`src/rtl/pipe_scoreboard.sv`:
```
// pipe_scoreboard: RAW hazard scoreboard for the in-order pipeline.
// Tracks destination registers of STAGES in-flight slots from issue to
// writeback, stalls decode on RAW hazards, kills wrong-path slots on
// FLUSH, and counts stall cycles (saturating).
// Optional feature macro: PIPE_SB_FWD_EN (forward from writeback slot).
// Ports:
//   CLK, RESET            clock, synchronous active-high reset
//   ISSUE/DSTWE/DSTREG    decode instruction and its destination
//   ISLOAD                result only available at writeback
//   SRCnUSE/SRCn          source operands read by the instruction
//   FLUSH                 kill wrong-path work
//   STALL, FWD1, FWD2     hazard outputs (combinational)
//   BUSY                  per-register pending-write bits
//   RETIRE_VLD/REG        writeback slot contents
//   STALLCNT              saturating stall-cycle counter
module pipe_scoreboard #(
   parameter int REGNOBITS  = 5,
   parameter int NUMREGS    = 32,
   parameter int STAGES     = 2,
   parameter int KILLSTAGES = 2,
   parameter int CNTBITS    = 16
) (
   input  logic                 CLK,
   input  logic                 RESET,
   input  logic                 ISSUE,
   input  logic                 DSTWE,
   input  logic [REGNOBITS-1:0] DSTREG,
   input  logic                 ISLOAD,
   input  logic                 SRC1USE,
   input  logic [REGNOBITS-1:0] SRC1,
   input  logic                 SRC2USE,
   input  logic [REGNOBITS-1:0] SRC2,
   input  logic                 FLUSH,
   output logic                 STALL,
   output logic                 FWD1,
   output logic                 FWD2,
   output logic [NUMREGS-1:0]   BUSY,
   output logic                 RETIRE_VLD,
   output logic [REGNOBITS-1:0] RETIRE_REG,
   output logic [CNTBITS-1:0]   STALLCNT
);

`ifdef PIPE_SB_FWD_EN
   localparam logic FwdEn = 1'b1;
`else
   localparam logic FwdEn = 1'b0;
`endif

   localparam int WB = STAGES - 1;

   logic [STAGES-1:0]    vld_q, vld_d;
   logic [STAGES-1:0]    ld_q, ld_d;
   logic [REGNOBITS-1:0] reg_q [STAGES];
   logic [REGNOBITS-1:0] reg_d [STAGES];
   logic [CNTBITS-1:0]   cnt_q, cnt_d;

   logic y1, y2, w1, w2, c1, c2, h1, h2;
   logic stall_c, accept;

   // y*: match in a slot younger than writeback; w*: match in writeback.
   // c*: forwarding candidate (only a non-load writeback match).
   always_comb begin
      y1 = 1'b0;
      y2 = 1'b0;
      for (int k = 0; k < WB; k++) begin
         if (vld_q[k] && reg_q[k] == SRC1) y1 = 1'b1;
         if (vld_q[k] && reg_q[k] == SRC2) y2 = 1'b1;
      end
      w1 = vld_q[WB] && (reg_q[WB] == SRC1);
      w2 = vld_q[WB] && (reg_q[WB] == SRC2);
      c1 = FwdEn && SRC1USE && !y1 && w1 && !ld_q[WB];
      c2 = FwdEn && SRC2USE && !y2 && w2 && !ld_q[WB];
      h1 = SRC1USE && (y1 || w1) && !c1;
      h2 = SRC2USE && (y2 || w2) && !c2;
      stall_c = ISSUE && !FLUSH && (h1 || h2);
   end

   assign STALL = stall_c;
   assign FWD1  = ISSUE && !FLUSH && !stall_c && c1;
   assign FWD2  = ISSUE && !FLUSH && !stall_c && c2;

   always_comb begin
      accept    = ISSUE && !stall_c && !FLUSH;
      vld_d     = '0;
      ld_d      = '0;
      reg_d[0]  = accept ? DSTREG : '0;
      vld_d[0]  = accept && DSTWE;
      ld_d[0]   = accept && ISLOAD;
      // Pre-shift slots 0..KILLSTAGES-1 die on FLUSH.
      for (int k = 1; k < STAGES; k++) begin
         vld_d[k] = vld_q[k-1] && !(FLUSH && (k <= KILLSTAGES));
         ld_d[k]  = ld_q[k-1];
         reg_d[k] = reg_q[k-1];
      end
      cnt_d = cnt_q;
      if (stall_c && (cnt_q != {CNTBITS{1'b1}}))
         cnt_d = cnt_q + CNTBITS'(1);
   end

   always_ff @(posedge CLK) begin
      if (RESET) begin
         vld_q <= '0;
         ld_q  <= '0;
         cnt_q <= '0;
         for (int k = 0; k < STAGES; k++)
            reg_q[k] <= '0;
      end else begin
         vld_q <= vld_d;
         ld_q  <= ld_d;
         cnt_q <= cnt_d;
         for (int k = 0; k < STAGES; k++)
            reg_q[k] <= reg_d[k];
      end
   end

   always_comb begin
      BUSY = '0;
      for (int r = 0; r < NUMREGS; r++)
         for (int k = 0; k < STAGES; k++)
            if (vld_q[k] && reg_q[k] == REGNOBITS'(r))
               BUSY[r] = 1'b1;
   end

   assign RETIRE_VLD = vld_q[WB];
   assign RETIRE_REG = vld_q[WB] ? reg_q[WB] : '0;
   assign STALLCNT   = cnt_q;

endmodule

```
`config.mk`:
```
export PLATFORM = sky130hd
export DESIGN_NAME = pipe_scoreboard
export DESIGN_NICKNAME = d
export VERILOG_FILES = /design/src/rtl/pipe_scoreboard.sv
export SDC_FILE = /design/constraint.sdc
export NUM_CORES = 1
export LEC_CHECK = 0
export CAP_MARGIN = 30
export CORE_MARGIN = 8
export CORE_UTILIZATION = 39
export DETAILED_ROUTE_END_ITERATION = 12
export PLACE_DENSITY = 0.74
export REMOVE_ABC_BUFFERS = 1
export SLEW_MARGIN = 20
export SYNTH_ARGS = -nofsm -noshare
export SYNTH_HDL_FRONTEND = slang
export SYNTH_SLANG_ARGS = --single-unit
```
`constraint.sdc`:
```
create_clock -name CLK -period 1.8 [get_ports CLK]
set_clock_uncertainty 0.05 [all_clocks]
set_input_delay 0.36 -clock CLK [delete_from_list [all_inputs] [get_ports CLK]]
set_output_delay 0.36 -clock CLK [all_outputs]
set_load 0.03 [all_outputs]
```
==> impl_metrics.json <==
{
  "dieWidth_um": 87.0,
  "die_area_um2": 7570,
  "ys_warn_count": 0,
  "root_buffer": "clkbuf_8",
  "syn-cell-area_um2": 1970,
  "cts_tree": "built",
  "fmax_mhz": 476,
  "seq_area_frac_synth_pct": 28.5,
  "powerDensity_nw_per_um2": 315,
  "cts_buffers": 3,
  "violations": "negative setup slack",
  "totalWireLength_mm": 7.93,
  "cp.required_ns": 1.39,
  "path_max_fanout": 5,
  "dp.cells": 414,
  "syn_to_final_growth_pct": 92.0,
  "worstReg2RegEnd": "STALLCNT[7]",
  "yosys.cell_count.top_type": "o22ai_1",
  "rsz0062_at_grt": "yes",
  "async_flop_share_pct": 0,
  "r2r-start": "reg_q[0][1]",
  "dp_hpwl_mm": 5.22,
  "cts_buffer_depth": 2,
  "min_period_ns": 2.10,
  "fin_tns_setup_ns": -5.44,
  "htree_levels": 1,
  "diodes": 0,
  "synth_top_area_share_pct": 28.5,
  "first_pass_iters": 4,
  "cp-start-kind": "flop",
  "drt_iter0_markers": 122,
  "hold_class": "flop to flop",
  "clkTransAtPathRegs_ns": 0.09,
  "via_per_inst": 5.62,
  "place_ws_ns": -0.649,
  "syn_inst": 242,
  "worst_slack_ns": -0.300,
  "fin_area_um2": 3770,
  "path_class": "flop to primary output",
  "initial_core_util_pct": 39.5,
  "cp.arrival_ns": 1.69,
  "hold_viol": 0,
  "ioPinCount": 80,
  "maxCapViolCount": 0,
  "route.detailed.drc": 0,
  "antenna_left": 0,
  "clkLatencyLatePin_ns": 0.27,
  "cts.sinks": 28,
  "yosysUniqueCellTypes": 41,
  "grt.total_usage_pct": 17.9,
  "coreArea_um2": 4980,
  "netlist_top_cells_area": "dfxtp_1, xnor2_1, o22ai_1, nor2b_1, nand3_1",
  "die_h_um": 87.0,
  "report.final.slew_viol_count": 0,
  "fin_cells": 432,
  "antenna_found_initial": 0,
  "postPlaceCellArea_um2": 2960,
  "via_count": 2426,
  "port_buffers": 76,
  "ys.flop_type": "dfxtp_1",
  "setup_viol": 45,
  "grt_pass1_wl_mm": 11.1,
  "synth-edff-count": 0,
  "regToRegSetupSlack_ns": -0.15,
  "final_util_pct": 75.8,
  "rr_worst_depth": 9,
  "fp-row-count": 26,
  "crit_path_end_kind": "primary output",
  "power_mw": 1.19,
  "hp-start": "vld_q[0]",
  "drive_gt1_share_pct": 52.5,
  "nets": 388,
  "hold_depth": 1,
  "hold_buffers": 0,
  "grt_overflow": 0,
  "finalCritPeriodShare_pct": 117,
  "grt_pass1_vias": 2386,
  "min_to": "vld_q[1]",
  "synth_top_cell_by_area": "dfxtp_1",
  "outcome": "finished, violations left",
  "ir_drop_mv": 0.379,
  "synth.avg_cell_area_um2": 8.12,
  "ys_ff_latch": 28,
  "grt_max_degree": 19,
  "hold_slack_ns": 0.456,
  "synth_common_cells": "o22ai_1, dfxtp_1, xnor2_1",
  "gp_congestion": 0.907,
  "wl_per_cell_um": 18.3,
  "p_leak_nw": 1.54
}
repair_timing:
| action | 4_1_cts | 5_1_grt |
|---|---|---|
| pin swaps | 27 | 40 |
| setup endpoints to repair | 74 | 55 |
| buffers inserted | 5 | 12 |
| gates resized for setup | 97 | 94 |
registers in the layout (all words and copies together), names as in the netlist:
name	count
vld_q	2
reg_q	10
STALLCNT	16
metal layers:
layer	GRT usage (%)	part of all wire [%]	vias to the layer above	routed length (µm)
li1	-	-	1110	-
met1	17.5	34	1169	2730
met2	35.2	54	122	4280
met3	4.25	8.4	25	667
met4	6.42	3.2	0	253
met5	0	0	-	0
critical path, stage by stage, from the launching register on:
cell and delay [ns]:
dfxtp_2 0.38, buf_6 0.13, and2_4 0.19, nand3b_1 0.20
o22ai_1 0.30, buf_4 0.21
worst max-delay path by stage:
stage           startpoint  cells after the start  slack [ns]      endpoint
3_5_place_dp       SRC1[1]                      7       -0.65  STALLCNT[14]
2_1_floorplan  STALLCNT[0]                      7       -0.49   STALLCNT[9]
6_report       reg_q[0][9]                      5       -0.30      BUSY[21]
5_1_grt        reg_q[0][9]                      5       -0.30      BUSY[21]
3_3_place_gp       SRC2[0]                      9       -0.60  STALLCNT[13]
4_1_cts        reg_q[0][1]                      6       -0.21         STALL
layout make-up:
cell class	instances	area, µm²
Clock buffer	3	41.3
Inverter	2	7.51
Tap cell	70	87.6
Timing Repair Buffer	136	1280
Sequential cell	28	601
Multi-Input combinational cell	193	1760
Fill cell	345	1200
power breakdown:
part	leakage [nW]	switching, mW	internal, mW
logic	1.28	0.109	0.123
clock network	0.0216	0.182	0.150
registers	0.235	0.0103	0.613
total	1.54	0.301	0.887
layout by cell type (no fill, tap or decap), drive strengths merged, types with 6 or more instances in the layout:
cell,instances
nand2b,6
nand4,8
nor2b,14
clkdlybuf4s50,10
nand2,11
and3,6
dfxtp,28
and2,12
buf,96
nand3,17
o22ai,32
xnor2,26
nor2,18
dlygate4sd2,26
cell families (layout without fill, tap and decap cells):
group	count (synthesis)	in the layout	share of synthesized area (%)
other	1	2	0.191
DFF	28	28	28.5
and+or+nand+nor	109	109	31.0
xor gates and xnor gates	26	26	12.3
AOI/OAI and AO/OA	49	49	16.8
muxes	6	6	3.37
adders and majority gates	1	1	0.636
buffers and inverters	22	141	7.13
Power figures use the tool's default switching activity.
